[config.mk]
export PLATFORM = sky130hd
export DESIGN_NAME = mem_port_arbiter_flat
export DESIGN_NICKNAME = d
export VERILOG_FILES = /design/src/rtl/mem_port_arbiter_pkg.sv /design/src/rtl/mem_port_arbiter_if.sv /design/src/rtl/arb_starve_counter.sv /design/src/rtl/mem_port_arbiter.sv /design/src/flat_wrapper.sv
export SDC_FILE = /design/constraint.sdc
export NUM_CORES = 1
export LEC_CHECK = 0
export ABC_AREA = 1
export ABC_CLOCK_PERIOD_IN_PS = 2900
export BUFFER_PORTS_ARGS = -buffer_cell sky130_fd_sc_hd__buf_2
export CAP_MARGIN = 40
export CORE_MARGIN = 2
export CORE_UTILIZATION = 30
export DETAILED_ROUTE_END_ITERATION = 12
export GPL_ROUTABILITY_DRIVEN = 0
export HOLD_SLACK_MARGIN = 0.06
export PLACE_DENSITY = 0.76
export SKIP_LAST_GASP = 1
export SYNTH_ARGS = -nofsm -noshare
export SYNTH_HDL_FRONTEND = slang
export SYNTH_SLANG_ARGS = --single-unit
[constraint.sdc]
create_clock -name Clock -period 2.9 [get_ports Clock]
set_clock_uncertainty 0.15 [all_clocks]
set_input_delay 0.145 -clock Clock [delete_from_list [all_inputs] [get_ports Clock]]
set_output_delay 0.145 -clock Clock [all_outputs]
set_load 0.03 [all_outputs]
[src/rtl/mem_port_arbiter_pkg.sv]
// Shared types and defaults for the instruction/data memory port arbiter.
package mem_port_arbiter_pkg;

    localparam int unsigned DEFAULT_WORD_SIZE    = 16;
    localparam int unsigned DEFAULT_STARVE_LIMIT = 4;

    typedef enum logic [1:0] {
        IDLE   = 2'd0,
        LOCK_D = 2'd1,
        LOCK_I = 2'd2
    } arb_state_t;

    typedef enum logic [1:0] {
        OWN_NONE = 2'd0,
        OWN_I    = 2'd1,
        OWN_D    = 2'd2
    } arb_owner_t;

endpackage

[src/rtl/mem_port_arbiter_if.sv]
// Bus bundle for the arbiter: fetch port, data port and shared memory port.
interface mem_port_arbiter_if #(
    parameter int unsigned WORD_SIZE = 16
);
    logic                 InstrRead;
    logic [WORD_SIZE-1:0] InstrAddr;
    logic [WORD_SIZE-1:0] InstrIn;
    logic                 InstrValid;
    logic                 InstrWaitreq;

    logic                 ReadData;
    logic                 WriteData;
    logic [WORD_SIZE-1:0] DataAddr;
    logic [WORD_SIZE-1:0] DataOut;
    logic [WORD_SIZE-1:0] DataIn;
    logic                 DataValid;
    logic                 DataWaitreq;

    logic [WORD_SIZE-1:0] MemAddr;
    logic [WORD_SIZE-1:0] MemWdata;
    logic                 MemRead;
    logic                 MemWrite;
    logic                 MemWaitreq;
    logic [WORD_SIZE-1:0] MemRdata;

    // Arbiter view.
    modport slave (
        input  InstrRead, InstrAddr, ReadData, WriteData, DataAddr, DataOut,
               MemWaitreq, MemRdata,
        output InstrIn, InstrValid, InstrWaitreq, DataIn, DataValid, DataWaitreq,
               MemAddr, MemWdata, MemRead, MemWrite
    );

    // Requesters and memory view.
    modport master (
        output InstrRead, InstrAddr, ReadData, WriteData, DataAddr, DataOut,
               MemWaitreq, MemRdata,
        input  InstrIn, InstrValid, InstrWaitreq, DataIn, DataValid, DataWaitreq,
               MemAddr, MemWdata, MemRead, MemWrite
    );
endinterface

[src/rtl/arb_starve_counter.sv]
// Counts consecutive data grants while a fetch is waiting; saturates at STARVE_LIMIT.
module arb_starve_counter #(
    parameter int unsigned STARVE_LIMIT = 4,
    localparam int unsigned CNT_W = $clog2(STARVE_LIMIT + 1)
) (
    input  logic             clk_i,
    input  logic             rst_ni,
    input  logic             instr_req_i,
    input  logic             instr_acc_i,
    input  logic             data_acc_i,
    output logic [CNT_W-1:0] cnt_o
);
    localparam logic [CNT_W-1:0] LIMIT = CNT_W'(STARVE_LIMIT);

    logic [CNT_W-1:0] cnt_q, cnt_d;

    always_comb begin
        cnt_d = cnt_q;
        if (!instr_req_i || instr_acc_i) begin
            cnt_d = '0;
        end else if (data_acc_i && (cnt_q != LIMIT)) begin
            cnt_d = cnt_q + CNT_W'(1);
        end
    end

    always_ff @(posedge clk_i) begin
        if (!rst_ni) begin
            cnt_q <= '0;
        end else begin
            cnt_q <= cnt_d;
        end
    end

    assign cnt_o = cnt_q;
endmodule

[src/rtl/mem_port_arbiter.sv]
// Arbitrates a fetch port and a data port onto one single-port memory, with
// wait-state locking and a starvation guard for the fetch side.
module mem_port_arbiter
    import mem_port_arbiter_pkg::*;
#(
    parameter int unsigned WORD_SIZE    = DEFAULT_WORD_SIZE,
    parameter int unsigned STARVE_LIMIT = DEFAULT_STARVE_LIMIT
) (
    input logic              Clock,
    input logic              Resetn,
    mem_port_arbiter_if.slave bus
);
    localparam int unsigned CNT_W = $clog2(STARVE_LIMIT + 1);

    arb_state_t       state_q, state_d;
    arb_owner_t       owner;
    arb_owner_t       ret_owner_q, ret_owner_d;
    logic [CNT_W-1:0] starve_cnt;
    logic             starved;
    logic             data_req;
    logic             accept;
    logic             read_accept;

    assign data_req    = bus.ReadData | bus.WriteData;
    assign starved     = (starve_cnt == CNT_W'(STARVE_LIMIT));
    assign accept      = (owner != OWN_NONE) && !bus.MemWaitreq;
    assign read_accept = accept && ((owner == OWN_I) || ((owner == OWN_D) && !bus.WriteData));

    // Owner: a locked side keeps the port; otherwise decided fresh every cycle.
    always_comb begin
        owner = OWN_NONE;
        case (state_q)
            LOCK_D:  owner = OWN_D;
            LOCK_I:  owner = OWN_I;
            default: begin
                if (data_req && (!starved || !bus.InstrRead)) begin
                    owner = OWN_D;
                end else if (bus.InstrRead) begin
                    owner = OWN_I;
                end
            end
        endcase
    end

    always_ff @(posedge Clock) begin
        if (!Resetn) begin
            state_q     <= IDLE;
            ret_owner_q <= OWN_NONE;
        end else begin
            state_q     <= state_d;
            ret_owner_q <= ret_owner_d;
        end
    end

    always_comb begin
        state_d     = state_q;
        ret_owner_d = read_accept ? owner : OWN_NONE;
        case (state_q)
            IDLE: begin
                if (bus.MemWaitreq && (owner == OWN_D)) begin
                    state_d = LOCK_D;
                end else if (bus.MemWaitreq && (owner == OWN_I)) begin
                    state_d = LOCK_I;
                end
            end
            LOCK_D, LOCK_I: begin
                if (!bus.MemWaitreq) begin
                    state_d = IDLE;
                end
            end
            default: state_d = IDLE;
        endcase
    end

    always_comb begin
        bus.MemRead  = 1'b0;
        bus.MemWrite = 1'b0;
        bus.MemAddr  = '0;
        bus.MemWdata = '0;
        case (owner)
            OWN_I: begin
                bus.MemRead = 1'b1;
                bus.MemAddr = bus.InstrAddr;
            end
            OWN_D: begin
                bus.MemWrite = bus.WriteData;
                bus.MemRead  = bus.ReadData & ~bus.WriteData;
                bus.MemAddr  = bus.DataAddr;
                bus.MemWdata = bus.DataOut;
            end
            default: ;
        endcase

        bus.InstrWaitreq = (owner == OWN_I) ? bus.MemWaitreq : bus.InstrRead;
        bus.DataWaitreq  = (owner == OWN_D) ? bus.MemWaitreq : data_req;

        // Return path is gated by reset so a stale pending owner never leaks out.
        bus.InstrValid = Resetn && (ret_owner_q == OWN_I);
        bus.DataValid  = Resetn && (ret_owner_q == OWN_D);
        bus.InstrIn    = bus.InstrValid ? bus.MemRdata : '0;
        bus.DataIn     = bus.DataValid ? bus.MemRdata : '0;
    end

    arb_starve_counter #(
        .STARVE_LIMIT(STARVE_LIMIT)
    ) u_starve (
        .clk_i      (Clock),
        .rst_ni     (Resetn),
        .instr_req_i(bus.InstrRead),
        .instr_acc_i(accept && (owner == OWN_I)),
        .data_acc_i (accept && (owner == OWN_D)),
        .cnt_o      (starve_cnt)
    );
endmodule

[src/flat_wrapper.sv]
// flat-port wrapper written by rule: the top's interface ports become plain ports
module mem_port_arbiter_flat import mem_port_arbiter_pkg::*;
#(
    parameter int unsigned WORD_SIZE    = DEFAULT_WORD_SIZE,
    parameter int unsigned STARVE_LIMIT = DEFAULT_STARVE_LIMIT
)
  (Clock, Resetn, bus_InstrRead, bus_InstrAddr, bus_ReadData, bus_WriteData, bus_DataAddr, bus_DataOut, bus_MemWaitreq, bus_MemRdata, bus_InstrIn, bus_InstrValid, bus_InstrWaitreq, bus_DataIn, bus_DataValid, bus_DataWaitreq, bus_MemAddr, bus_MemWdata, bus_MemRead, bus_MemWrite);
  mem_port_arbiter_if #(.WORD_SIZE(WORD_SIZE)) bus_i ();
  input logic Clock;
  input logic Resetn;
  input wire logic [$bits(bus_i.InstrRead)-1:0] bus_InstrRead;
  input wire logic [$bits(bus_i.InstrAddr)-1:0] bus_InstrAddr;
  input wire logic [$bits(bus_i.ReadData)-1:0] bus_ReadData;
  input wire logic [$bits(bus_i.WriteData)-1:0] bus_WriteData;
  input wire logic [$bits(bus_i.DataAddr)-1:0] bus_DataAddr;
  input wire logic [$bits(bus_i.DataOut)-1:0] bus_DataOut;
  input wire logic [$bits(bus_i.MemWaitreq)-1:0] bus_MemWaitreq;
  input wire logic [$bits(bus_i.MemRdata)-1:0] bus_MemRdata;
  output wire logic [$bits(bus_i.InstrIn)-1:0] bus_InstrIn;
  output wire logic [$bits(bus_i.InstrValid)-1:0] bus_InstrValid;
  output wire logic [$bits(bus_i.InstrWaitreq)-1:0] bus_InstrWaitreq;
  output wire logic [$bits(bus_i.DataIn)-1:0] bus_DataIn;
  output wire logic [$bits(bus_i.DataValid)-1:0] bus_DataValid;
  output wire logic [$bits(bus_i.DataWaitreq)-1:0] bus_DataWaitreq;
  output wire logic [$bits(bus_i.MemAddr)-1:0] bus_MemAddr;
  output wire logic [$bits(bus_i.MemWdata)-1:0] bus_MemWdata;
  output wire logic [$bits(bus_i.MemRead)-1:0] bus_MemRead;
  output wire logic [$bits(bus_i.MemWrite)-1:0] bus_MemWrite;
  assign bus_i.InstrRead = bus_InstrRead;
  assign bus_i.InstrAddr = bus_InstrAddr;
  assign bus_i.ReadData = bus_ReadData;
  assign bus_i.WriteData = bus_WriteData;
  assign bus_i.DataAddr = bus_DataAddr;
  assign bus_i.DataOut = bus_DataOut;
  assign bus_i.MemWaitreq = bus_MemWaitreq;
  assign bus_i.MemRdata = bus_MemRdata;
  assign bus_InstrIn = bus_i.InstrIn;
  assign bus_InstrValid = bus_i.InstrValid;
  assign bus_InstrWaitreq = bus_i.InstrWaitreq;
  assign bus_DataIn = bus_i.DataIn;
  assign bus_DataValid = bus_i.DataValid;
  assign bus_DataWaitreq = bus_i.DataWaitreq;
  assign bus_MemAddr = bus_i.MemAddr;
  assign bus_MemWdata = bus_i.MemWdata;
  assign bus_MemRead = bus_i.MemRead;
  assign bus_MemWrite = bus_i.MemWrite;
  mem_port_arbiter #(.WORD_SIZE(WORD_SIZE), .STARVE_LIMIT(STARVE_LIMIT)) u_core (.Clock(Clock), .Resetn(Resetn), .bus(bus_i));
endmodule
== Yosys cells after proc, flatten, opt, wreduce, memory -nomap -nowiden ==
Index checks and enable logic that the tools add are counted.

* RAM bits: 0
* ROM bits: 0
* Memories: 0
* Bits in registers: 7
* Word-level logic and storage cells: 57
* Bits in latches: 0

* Reduce and logical (&&, ||, !) cells: 24
* Mux-type cells: 15
* Equal/unequal tests: 10
* Add/subtract/negate cells: 1
* Div/mod/pow operators: 0
* Bitwise logic cells: 4
* Order comparisons: 0
* Multipliers: 0
* Shift-type cells: 0

{| class="wikitable"
|+ Operator list
! cell !! number
|-
| 2-to-1 mux 16 bit || 3
|-
| case mux 16 bit (2 select lines) || 1
|-
| logical AND 1 bit || 11
|-
| 2-to-1 mux 2 bit || 4
|-
| case mux 2 bit (2 select lines) || 2
|-
| equality test 2 x 1 -> 1 bit, second input constant || 3
|-
| equality test 2 bit, second input constant || 3
|-
| logical NOT 1 bit || 4
|-
| 2-to-1 mux 1 bit || 4
|-
| AND reduction 2 bit || 2
|-
| OR reduction 2 bit || 2
|-
| adder 3 x 1 -> 3 bit, second input constant || 1
|-
| equality test 3 bit, second input constant || 1
|-
| logical OR 1 bit || 3
|-
| inequality test 3 x 1 -> 1 bit, second input constant || 1
|-
| inequality test 3 bit, second input constant || 1
|-
| logical NOT 2 bit || 1
|-
| inequality test 2 bit, second input constant || 1
|-
| NOT 1 bit || 2
|-
| case mux 1 bit (2 select lines) || 1
|-
| nonzero test 2 bit || 1
|-
| bitwise AND 1 bit || 1
|-
| bitwise OR 1 bit || 1
|}

== Logic depth before layout (Yosys ltp) ==
* Depth in word-level cells: 11
* Depth in mapped cells: 12

== Cells and area by module ==
Synthesis repeated with hierarchy kept, for this count alone.

* Cells, all modules: 226
* Area total of the unflattened synthesis: 1123.6 sq um

{| class="wikitable"
|+ Modules (own cells, without submodules)
! module !! sequential area each (sq um) !! cells each !! area each (sq um) !! times used
|-
| mem_port_arbiter || 80.1 || 199 || 950.9 || 1
|-
| arb_starve_counter || 60.1 || 27 || 172.7 || 1
|}

== Worst setup path after synthesis ==
No wires, ideal clock.

* Kind: register -> output
* Start point: register u_core.state_q[0]
* End point: output bus_MemRead
* Buffers on the path: 1
* Setup slack: 0.404 ns
* Stages on the path, launching flop included: 10
* Arrival time: 2.201 ns
* Path through: dfxtp_1 > inv_1 > ha_1 > o21ai_0 > nand2_1 > inv_1 > ha_1 > buf_2 > nor2_1 > nor3b_1

* Longest elaborated chain between the ends: 4

{| class="wikitable"
|+ RTL lines
! what !! line !! text
|-
| start, declared || mem_port_arbiter.sv:15 || <nowiki>arb_state_t state_q, state_d;</nowiki>
|-
| start signal, assigned || mem_port_arbiter.sv:50 || <nowiki>state_q <= state_d;</nowiki>
|-
| equality test 2 bit or equality test 2 x 1 -> 1 bit (tied branches) || mem_port_arbiter.sv:32 || <nowiki>case (state_q)</nowiki>
|-
| case mux 2 bit (2 select lines) (*) || mem_port_arbiter.sv:32 ||
|-
| via u_core.owner[0] || mem_port_arbiter.sv:16 || <nowiki>arb_owner_t owner;</nowiki>
|-
| equality test 2 bit or equality test 2 x 1 -> 1 bit (tied branches) || mem_port_arbiter.sv:80 || <nowiki>case (owner)</nowiki>
|-
| case mux 1 bit (2 select lines) (*) || mem_port_arbiter.sv:80 ||
|-
| end, declared || flat_wrapper.sv:27 || <nowiki>output wire logic [$bits(bus_i.MemRead)-1:0] bus_MemRead;</nowiki>
|}

The timed path passes the listed nets; every way through them passes the cells marked *.

== Worst setup path after layout ==
* Start point: register u_core.state_q[0]
* End point: output bus_MemRead

* Longest elaborated chain between the ends: 4

{| class="wikitable"
|+ RTL lines
! what !! line
|-
| equality test 2 bit or equality test 2 x 1 -> 1 bit (tied branches) || mem_port_arbiter.sv:32
|-
| case mux 2 bit (2 select lines) (*) || mem_port_arbiter.sv:32
|-
| equality test 2 bit or equality test 2 x 1 -> 1 bit (tied branches) || mem_port_arbiter.sv:80
|-
| case mux 1 bit (2 select lines) (*) || mem_port_arbiter.sv:80
|}

Every way passes the cells marked *; elsewhere a longest branch is shown, timed or not.

==> out/qor.csv <==
stage,metric,value,unit
status,outcome,completed,
hold_path,min_path_type,input port to register,
cts,clock_sinks,7,
timing,hold_viol,0,
floorplanning,io_pins,140,
critical_path,start_kind,register,
critical_path,reg2regPathDepth,10,
timing,tightestPinTransition,306,ps
critical_path,crit_fanout,6,
floorplanning,num_rows,22,
detailed_routing,firstDrtPassIters,4,
cts,cts_root_buf,clkbuf_8,
hold_path,whs_endpoint,u_core.state_q[0],
cts,tritoncts,done,
global_routing,grt_overflow,0,
global_routing,grt_pass1_vias,1436,
timing,holdWs,58.2,ps
synth,synth_top_area_share,23.1,%
synth,synth.largest_area_cell,nand2_1,
layout,fillCellCount,380,
placement,io_buffers,139,
cts,path_clk_slew,40,ps
floorplanning,die_width,65.2,um
cts,cts_buffer_depth,2,
critical_path,reg2reg_from,u_core.state_q[0],
hold_path,hold_path_depth,3,
detailed_routing,drt_iter0_markers,59,
timing,fin_setup_tns,0,ps
detailed_routing,vias,1662,
placement,dp_hpwl,3.04,mm
layout,regArea,140,um^2
synth,syn-cell-area,1120,um^2
cts,clk_latency,230,ps
critical_path,cp-end-kind,output port,
global_routing,track_usage,16.2,%
layout,multiInputGateArea,733,um^2
floorplanning,core_area,3630,um^2
pwr,cellLeakagePower,1.33,nW
cts,cts_hold_buf,0,
job,drv_cap,0,
timing,fin_crit_sh,89.7,%
synth,yosys_register_bits,7,
global_routing,antenna_found_initial,0,
critical_path,arrival,2310,ps
floorplanning,die_y,65.2,um
timing,finalSetupViolations,0,
hold_path,holdCritStartpoint,Resetn,
timing,fin_crit,2600,ps
critical_path,reg2reg_slack,750,ps
layout,drive_gt1_share,43.9,%
cts,htree_levels,1,
synth,synth_cell_types,20,
critical_path,path_class,register to output port,
detailed_routing,vias_per_cell,4.14,
global_routing,grt_pass1_wl,5.70,mm
placement,post-place-ws,471,ps
synth,syn_avg_cell_area,5.12,um^2
timing,clock.fmax,385,MHz
timing,rsz0062_at_grt,false,
floorplanning,die_area,4250,um^2
timing,fin_ws,300,ps
cts,cts_buffers,3,
synth,yosysWarnings,0,
critical_path,r2r-end,u_core.u_starve.cnt_o[0],
pwr,vdd_drop_max,0.000292,V
detailed_routing,drc_errors,0,
floorplanning,start_util,30.9,%
synth,syn-instance-count,219,
layout,syn_to_final_growth,67.7,%
detailed_routing,routedWlPerCell,9.12,um
critical_path,cp.required,2610,ps
detailed_routing,final_antenna_net_count,0,
pwr,powerDensity,437,nW/um^2
layout,num-nets-final,432,
timing,maxSlewHeadroom,79.5,%
detailed_routing,wl,3.66,mm
synth,mappedNetlistNets,297,
global_routing,grt_start_max_net_pins,34,
synth,yosysSeqAreaShare,12.5,%
synth,synthTopCellsByArea,"nand2_1, inv_1, dfxtp_1",
timing,slew_viol_final,0,
layout,n_antenna_cell,0,
## synth_stat cells
| master | number |
|---|---|
| xor2_1 | 1 |
| nand2_2 | 2 |
| buf_2 | 6 |
| or2_1 | 1 |
| a21oi_1 | 21 |
| buf_4 | 4 |
| o21ai_0 | 2 |
| nor2_1 | 36 |
| nor3b_1 | 1 |
| nand4_1 | 1 |
| nor2_4 | 2 |
| buf_6 | 1 |
| nand3_4 | 1 |
| nand3_1 | 7 |
| o21ai_1 | 1 |
| nand2_1 | 69 |
| ha_1 | 8 |
| inv_2 | 5 |
| inv_1 | 43 |
| dfxtp_1 | 7 |
## critical path, stage by stage (launching register included)
cell,delay [ps]
dfxtp_1,340
inv_1,70
ha_1,350
inv_2,90
nand3_1,90
nand2_1,130
ha_1,340
inv_1,100
o21ai_1,170
nor3b_1,190
buf_2,230
## per-stage QoR
step                      utilization, %  total power, mW  cells  cell area, um^2
after floorplan                        -            0.524    219             1120
after global placement              50.5            0.685    397             1830
after detailed placement            50.5            0.689    397             1830
after CTS                           51.7            0.827    401             1880
after global routing                51.8            0.885    401             1880
final                               51.8            0.823    401             1880
## flip-flops by register name, summed over array words and instances (netlist names)
| register | cells |
|---|---|
| u_core.u_starve.cnt_o | 3 |
| u_core.state_q | 2 |
| u_core.ret_owner_q | 2 |
## repair_timing
item / CTS / global route
resized for setup: 0 / 1
endpoints found under the setup margin: 0 / 3
buffers inserted: 0 / 0
## worst max path at each step
| stage | from | end | slack, ps | depth (start not counted) |
|---|---|---|---|---|
| 4_1_cts | u_core.state_q[0] | bus_MemAddr[6] | 220 | 10 |
| 6_report | u_core.state_q[0] | bus_MemRead | 300 | 10 |
| 3_5_place_dp | u_core.state_q[0] | bus_MemAddr[6] | 470 | 10 |
| 3_3_place_gp | u_core.state_q[0] | bus_MemAddr[11] | 530 | 10 |
| 5_1_grt | u_core.state_q[0] | bus_MemAddr[6] | 80 | 10 |
| 2_1_floorplan | u_core.state_q[0] | bus_MemRead | 400 | 9 |
## final cells by class
class | count | share of cell area [%]
Multi-Input combinational cell | 153 | 39.0
Sequential cell | 7 | 7.45
Inverter | 48 | 9.57
Clock buffer | 4 | 2.39
Tap cell | 48 | 3.19
Timing Repair Buffer | 141 | 38.4
## cell families (layout without fill, tap and decap cells)
kind of cell | Yosys count | after routing | share of synthesized area (%)
AO/OA/AOI/OAI | 24 | 24 | 10.7
AND/OR/NAND/NOR | 120 | 120 | 44.7
XOR/XNOR | 1 | 1 | 0.781
buffers and inverters | 59 | 193 | 22.4
flip-flops | 7 | 7 | 12.5
adder cells (fa/ha/maj) | 8 | 8 | 8.92
## layer usage
metal  up-vias  track usage [%]  wire length, um
li1        906                -                -
met1       700             18.2             1570
met2        54             31.8             1830
met3         2             3.08              234
met4         0             2.60               19
met5         -                0                0
## where the power goes
part | switching, mW | internal, mW | total (mW)
Combinational | 0.400 | 0.182 | 0.582
Sequential | 0.00327 | 0.102 | 0.105
Clock | 0.0407 | 0.0950 | 0.136
## cells in the final DEF, fill, tap and decap left out, types with 2 or more instances in the layout
cell type,n
a21oi_1,21
buf_2,139
clkbuf_8,3
dfxtp_1,7
ha_1,7
inv_1,43
inv_2,5
nand2_1,69
nand2_2,2
nand3_1,7
nor2_1,36
nor2_4,2
o21ai_0,2
Power figures use the tool's default switching activity.
